File: src/rtl/fea_frame_ctrl.sv
// Frame sequencer in front of the feature core: admits one Img_Width x Img_Height frame per
// arm, holds a drain window afterwards, counts feature_flag pulses and reports completion.
module fea_frame_ctrl #(
    parameter int unsigned Img_Width    = 120,
    parameter int unsigned Img_Height   = 100,
    parameter int unsigned FLUSH_CYCLES = 2048,
    parameter int unsigned FEAT_W       = 10
) (
    input  logic              clk,
    input  logic              rst,
    input  logic              start,
    input  logic              cont_mode,
    input  logic              abort,
    input  logic [7:0]        pix_din,
    input  logic              pix_din_valid,
    input  logic              feature_flag,
    output logic [7:0]        img_din,
    output logic              img_din_valid,
    output logic [9:0]        col_cnt,
    output logic [9:0]        row_cnt,
    output logic              busy,
    output logic              frame_done,
    output logic [FEAT_W-1:0] feat_cnt,
    output logic [15:0]       frame_idx,
    output logic              err_stray,
    output logic              err_feat_sat
);

    localparam int unsigned FlushW = (FLUSH_CYCLES > 1) ? $clog2(FLUSH_CYCLES) : 1;
    localparam logic [9:0] ColLast = 10'(Img_Width - 1);
    localparam logic [9:0] RowLast = 10'(Img_Height - 1);
    localparam logic [FlushW-1:0] FlushLoad = FlushW'(FLUSH_CYCLES - 1);
    localparam logic [FEAT_W-1:0] FeatMax = '1;

    typedef enum logic [2:0] {StIdle, StArmed, StActive, StFlush, StDone} state_e;

    state_e state_q, state_d;
    logic [FlushW-1:0] flush_q, flush_d;
    logic [7:0]        img_din_q, img_din_d;
    logic              valid_q;
    logic [9:0]        col_q, col_d, row_q, row_d;
    logic [FEAT_W-1:0] run_q, run_d, feat_q, feat_d;
    logic [15:0]       idx_q, idx_d;
    logic              stray_q, stray_d, sat_q, sat_d;

    logic accept, start_ok, last_pix, in_frame, pre_frame;

    // abort wins over every other event, including a pixel or a start in the same cycle
    assign accept    = pix_din_valid && !abort && (state_q == StArmed || state_q == StActive);
    assign start_ok  = start && !abort && (state_q == StIdle);
    assign pre_frame = (state_q == StIdle) || (state_q == StArmed);
    assign in_frame  = (state_q == StActive) || (state_q == StFlush) || (state_q == StDone);
    assign last_pix  = accept && (state_q == StActive) && (col_d == ColLast) && (row_d == RowLast);

    // State register
    always_ff @(posedge clk or posedge rst) begin
        if (rst) begin
            state_q <= StIdle;
            flush_q <= '0;
        end else begin
            state_q <= state_d;
            flush_q <= flush_d;
        end
    end

    // Next-state logic and drain countdown
    always_comb begin
        state_d = state_q;
        flush_d = flush_q;
        if (abort) begin
            state_d = StIdle;
        end else begin
            unique case (state_q)
                StIdle:   if (start) state_d = StArmed;
                StArmed:  if (accept) state_d = StActive;
                StActive: begin
                    if (last_pix) begin
                        state_d = StFlush;
                        flush_d = FlushLoad;
                    end
                end
                StFlush: begin
                    if (flush_q == '0) state_d = StDone;
                    else               flush_d = flush_q - FlushW'(1);
                end
                StDone:   state_d = cont_mode ? StArmed : StIdle;
                default:  state_d = StIdle;
            endcase
        end
    end

    // State-decoded outputs; an abort during DONE suppresses the completion
    always_comb begin
        busy       = (state_q != StIdle);
        frame_done = (state_q == StDone) && !abort;
    end

    // Forward path next value and pixel position of the pixel being admitted
    always_comb begin
        img_din_d = img_din_q;
        col_d     = col_q;
        row_d     = row_q;
        if (accept) begin
            img_din_d = pix_din;
            if (state_q == StArmed) begin
                col_d = '0;
                row_d = '0;
            end else if (col_q == ColLast) begin
                col_d = '0;
                row_d = row_q + 10'd1;
            end else begin
                col_d = col_q + 10'd1;
            end
        end
    end

    // Feature counting, sticky errors and per-frame result capture
    always_comb begin
        run_d   = run_q;
        stray_d = stray_q;
        sat_d   = sat_q;
        feat_d  = feat_q;
        idx_d   = idx_q;
        if (start_ok) begin
            stray_d = 1'b0;
            sat_d   = 1'b0;
        end
        if (feature_flag && pre_frame) stray_d = 1'b1;
        if (accept && state_q == StArmed) begin
            run_d = '0;
        end else if (feature_flag && in_frame) begin
            if (run_q == FeatMax) sat_d = 1'b1;
            else                  run_d = run_q + FEAT_W'(1);
        end
        // run_d already includes a flag arriving in the DONE cycle itself
        if (frame_done) begin
            feat_d = run_d;
            idx_d  = idx_q + 16'd1;
        end
    end

    // Datapath registers
    always_ff @(posedge clk or posedge rst) begin
        if (rst) begin
            img_din_q <= '0;
            valid_q   <= 1'b0;
            col_q     <= '0;
            row_q     <= '0;
            run_q     <= '0;
            feat_q    <= '0;
            idx_q     <= '0;
            stray_q   <= 1'b0;
            sat_q     <= 1'b0;
        end else begin
            img_din_q <= img_din_d;
            valid_q   <= accept;
            col_q     <= col_d;
            row_q     <= row_d;
            run_q     <= run_d;
            feat_q    <= feat_d;
            idx_q     <= idx_d;
            stray_q   <= stray_d;
            sat_q     <= sat_d;
        end
    end

    assign img_din       = img_din_q;
    assign img_din_valid = valid_q;
    assign col_cnt       = col_q;
    assign row_cnt       = row_q;
    assign feat_cnt      = feat_q;
    assign frame_idx     = idx_q;
    assign err_stray     = stray_q;
    assign err_feat_sat  = sat_q;

endmodule
File: config.mk
export PLATFORM = sky130hd
export DESIGN_NAME = fea_frame_ctrl
export DESIGN_NICKNAME = d
export VERILOG_FILES = /design/src/rtl/fea_frame_ctrl.sv
export SDC_FILE = /design/constraint.sdc
export NUM_CORES = 1
export LEC_CHECK = 0
export ABC_AREA = 1
export CORE_ASPECT_RATIO = 0.9
export CORE_MARGIN = 10
export CORE_UTILIZATION = 54
export CTS_CLUSTER_SIZE = 24
export DETAILED_ROUTE_END_ITERATION = 7
export PLACE_DENSITY = 0.89
export SYNTH_ARGS = -nofsm -noshare
export SYNTH_HDL_FRONTEND = slang
export SYNTH_SLANG_ARGS = --single-unit
File: constraint.sdc
create_clock -name clk -period 3.4 [get_ports clk]
set_input_delay 0.85 -clock clk [delete_from_list [all_inputs] [get_ports clk]]
set_output_delay 0.85 -clock clk [all_outputs]
set_load 0.005 [all_outputs]
* After elaboration in Yosys (flattened, before gate mapping)
Cells that the tools add are included.
** Operators by class
- Add/subtract/negate cells :: 5
- Equal/unequal tests :: 14
- Mux-type cells :: 25
- Bitwise logic cells :: 1
- Reduce and logical (&&, ||, !) cells :: 23
** Operators with widths (number)
- 10-bit two-way mux :: 9
- 10-bit by 1-bit adder with 10-bit output (second input constant) :: 3
- 10-bit by 7-bit == test with 1-bit output (second input constant) :: 3
- 11-bit two-way mux :: 2
- 11-bit case mux with 2 select lines :: 1
- 16-bit by 1-bit adder with 16-bit output (second input constant) :: 1
- 3-bit two-way mux :: 5
- 3-bit case mux with 5 select lines :: 1
- 1-bit logical AND :: 11
- 11-bit logical NOT :: 1
- 11-bit by 1-bit subtractor with 11-bit output (second input constant) :: 1
- 10-bit == test (second input constant) :: 1
- 3-bit inequality test (second input constant) :: 3
- 4-bit AND reduction :: 2
- 1-bit two-way mux :: 7
- 3-bit by 2-bit == test with 1-bit output (second input constant) :: 2
- 1-bit logical OR :: 4
- 2-bit inequality test (second input constant) :: 2
- 2-bit nonzero test :: 2
- 3-bit by 1-bit == test with 1-bit output (second input constant) :: 1
- 3-bit == test (second input constant) :: 1
- 3-bit logical NOT :: 1
- 3-bit by 2-bit inequality test with 1-bit output (second input constant) :: 1
- 3-bit nonzero test :: 1
- other kinds (2) :: 2
** Word-level totals
- Flip-flop bits (word level) :: 81
- Output and inout bits :: 59

* Longest topological paths before layout
- Word-level depth :: 10
- Mapped depth :: 19

* Worst setup path before layout
No wires, ideal clock.
- Path type :: input to register
- Start point :: input port pix_din_valid
- End point :: register flush_q[6]
- Data arrival time :: 2.192 ns
- Required time :: 3.275 ns
- Setup slack :: 1.084 ns
- Stages on the path :: 17
- Buffers on the path :: 2
- Cells stage by stage :: inv_1 > nor2_4 > nand2_8 > inv_4 > buf_6 > nand2_2 > nand2_1 > nand2_1 > nor3_2 > nand2_1 > nor2_2 > nand3_2 > nand2_4 > nand2_4 > buf_6 > nand2_2 > o21ai_2
** Between the ends
- Word-level cells in the longest chain between the ends :: 8
- Elaborated cells between the ends (all ways) :: 11
- Classes of those cells :: eq/ne: 3; mux: 2; reduce/logical: 6
** RTL lines
- from (decl) :: line 15 : input logic pix_din_valid,
- 1-bit logical AND * (2 in a row) :: line 49 : assign accept = pix_din_valid && !abort && (state_q == StArmed || state_q == StActive);
- 10-bit two-way mux :: line 103 : if (accept) begin
- 10-bit by 7-bit == test with 1-bit output :: line 53 : assign last_pix = accept && (state_q == StActive) && (col_d == ColLast) && (row_d == RowLast);
- 1-bit logical AND :: line 53
- 1-bit logical AND * :: line 53
- 2-bit inequality test (no line) *
- 4-bit AND reduction (no line) *
- to (signal assigned) :: line 62 : flush_q <= flush_d;
- to (decl) :: line 38 : logic [FlushW-1:0] flush_q, flush_d;
Mark *: on every way between the ends. The rest lies on a longest branch, timed or not.
A chain may end at the register's enable or synchronous reset.

* Worst setup path after layout
- Start point :: input port abort
- End point :: output port frame_done
** Between the ends
- Word-level cells in the longest chain between the ends :: 2
** RTL lines
- from (decl) :: line 13 : input logic abort,
- 1-bit logical NOT :: line 95 : frame_done = (state_q == StDone) && !abort;
- 1-bit logical AND :: line 95
- to (decl) :: line 22 : output logic frame_done,
Every way passes these cells.

==> reports/results.ini <==
[cts]
root_buffer=clkbuf_8
post_cts_buffers=0
htreeDepth=3
cts.repair.resized=0
numCtsBuffers=9
cts_tree=done
clock_path_buffers=2
clock_sinks=81
insertion_delay_ps=370
cts_hold_buf=0
cts.clk_slew.worst_paths_ps=90

[sta]
setup_slack_ps=284
clock_skew_ps=13.1
maxSlewViolCount=0
rsz0062_at_grt=no
min_period_ps=3120
worstMarginPinSlew_ps=605
setup-tns-final_ps=0
slew_headroom_pct=59.6
hold_viol=0
finalSetupViolCount=0
fmax_mhz=321
post-route-period-util_pct=91.7

[worst_setup_path]
path_class=input port to output port
cp_max_fo=7
critPathMaxStageDelay_ps=500
crit_top_cell=clkdlybuf4s50_1
cp.required_ps=2550
crit_path_top_delay_cell=clkdlybuf4s50_1
cp_num_buf_inv=4
cp_top_family=buffers and inverters
end_kind=output port
path_cells=clkdlybuf4s50_1, inv_1, nand2_2, inv_2, clkdlybuf4s50_1
crit_arrival_ps=2270
startpoint_type=input port

[cells_and_area]
fin_area_sq_mm=0.00543
fin_nets=646
syn2layout_area_growth_pct=23.8
num-fill-cells=591
final_layout_size_suffix_gt1_share_pct=12.0
diodes=0

[routing]
ant_nets=0
wl_um=10600
wire_per_inst_um=14.5
drc=0
vias=3912
drtIter0Drc=247
drt_pass1_iterations=7
viasPerCell=5.36

[die]
row_count=31
die-area_sq_mm=0.0121
core_sq_mm=0.00799
die_y_um=106
die_w_um=115
pin_count=74
initial_utilization_pct=54.9

[yosys]
ys_seq_area_share_pct=46.2
synth_edf_count=0
syn_nets=569
syn-mean-instance-area_sq_um=8.00
synth_top_area_share_pct=46.2
synth_most_common_cell=nand2_1
synth_common_cells=nand2_1 (157), dfrtp_1 (81), nor2_1 (68), inv_1 (61), nand3_1 (37)
synth_area_leaders=dfrtp_1 (46%), nand2_1 (13%), nor2_1 (5.8%)
yosys_register_bits=81
syn_area_sq_mm=0.00439
postSynthCellCount=549
async_flop_share_pct=100
yosysUniqueCellTypes=41
synth_top_area_cell=dfrtp_1
yosys_most_used_dff=dfrtp_1
synth_warnings=0

[power_and_ir_drop]
pwr-share-comb_pct=36.6
ir_drop_uv=264
leakage_nw=2.70
p_total_w=0.00363
sequentialPowerShare_pct=40.6
clockPowerShare_pct=22.8
p_switching_w=0.00139
p_per_area_mw_per_mm2=667
p_int_w=0.00223
swShare_pct=38.4

[place]
gp_congestion=0.888
place_area_sq_mm=0.00520
dp_hpwl_um=7760
dpl_worst_slack_ps=82.1
port_buffers=73

[global_route]
grt_max_degree=48
grt_pass1_vias=3973
grt_usage_pct=18.1
antenna_found_initial=0
grt_pass1_wl_um=18400
grt.overflow.total=0

[min_path]
hold_class=flip-flop to flip-flop

[flow_run]
drv_cap=0

[outcome]
status=complete, no violations

## power groups by stage
stage | Sequential [W] | Clock, W | Combinational, W
after global routing | 0.00151 | 0.000882 | 0.00150
after detailed placement | 0.00148 | 0 | 0.00132
after CTS | 0.00146 | 0.000834 | 0.00133
after floorplan | 0.00143 | 0 | 0.000847
after global placement | 0.00146 | 0 | 0.00126
final | 0.00147 | 0.000827 | 0.00133
## metrics by stage
step           hold WS, ps  util, %  cells
2_1_floorplan          455        -    549
6_report               477     68.0    730
4_1_cts                481     68.0    730
3_5_place_dp           464     65.1    714
3_3_place_gp           459     65.1    714
5_1_grt                502     68.0    730
## placed cells by master (no fill, tap or decap), types with 2 or more instances in the layout
master | Yosys | routed
a22o_1 | 2 | 2
a21oi_1 | 7 | 7
buf_4 | 2 | 3
nand4_1 | 9 | 9
clkdlybuf4s50_1 | 0 | 73
clkbuf_8 | 0 | 9
nor2_2 | 4 | 4
bufinv_16 | 0 | 2
o21ai_2 | 12 | 12
inv_6 | 0 | 2
or2_2 | 2 | 2
nor3b_1 | 3 | 3
dfrtp_1 | 81 | 81
xor2_1 | 14 | 14
nand2_4 | 4 | 4
ha_1 | 5 | 5
nand2_1 | 157 | 157
nand3b_1 | 2 | 2
inv_1 | 61 | 60
inv_8 | 0 | 2
xnor2_1 | 7 | 7
o21ai_0 | 6 | 6
inv_2 | 5 | 5
a31oi_1 | 2 | 2
nand3_1 | 37 | 37
nor2_4 | 5 | 5
nor2_1 | 68 | 68
nor3_2 | 3 | 3
nand2_2 | 14 | 14
nor3_1 | 14 | 14
## registers in the layout (all words and copies together) (netlist names)
signal         count
frame_idx         16
flush_q           11
col_cnt           10
feat_cnt          10
row_cnt           10
run_q             10
img_din            8
state_q            3
err_feat_sat       1
err_stray          1
img_din_valid      1
## per-layer routing
metal	wire length, um	global-route usage [%]	up-vias
li1	-	-	1883
met1	4160	21.7	1833
met2	5360	30.1	156
met3	703	3.46	40
met4	342	9.01	0
met5	0	0	-
## cells by family (layout without fill, tap and decap cells)
kind of cell             count (synthesis)  count (layout)  synth area share [%]
XOR/XNOR                                21              21                  4.19
adder cells (fa/ha/maj)                  5               5                  1.42
AO/OA/AOI/OAI                           37              37                  5.93
buffers and inverters                   78             160                  7.75
AND/OR/NAND/NOR                        327             327                  34.5
flip-flops                              81              81                  46.2
## path summary, 6_finish.rpt
kind                            depth (start not counted)             to          start  slack [ps]
worst max-delay path                                    5     frame_done          abort         280
worst min-delay path                                    1  frame_idx[15]  frame_idx[15]         480
worst max register to register                         14    flush_q[10]     state_q[1]         750
worst min register to register                          1  frame_idx[15]  frame_idx[15]         480
max in group asynchronous                               3     flush_q[3]            rst        1890
min in group asynchronous                               2  frame_idx[13]            rst         850
## final cells by class
class | instances | area (sq um) | area share, %
clock inverters | 7 | 108 | 1.98
inverters | 67 | 255 | 4.70
multi-input cells | 390 | 2020 | 37.2
repair buffers | 77 | 773 | 14.2
clock buffers | 9 | 124 | 2.28
flip-flops and latches | 81 | 2030 | 37.3
well taps | 99 | 124 | 2.28
(Power assumes the default switching activity.)
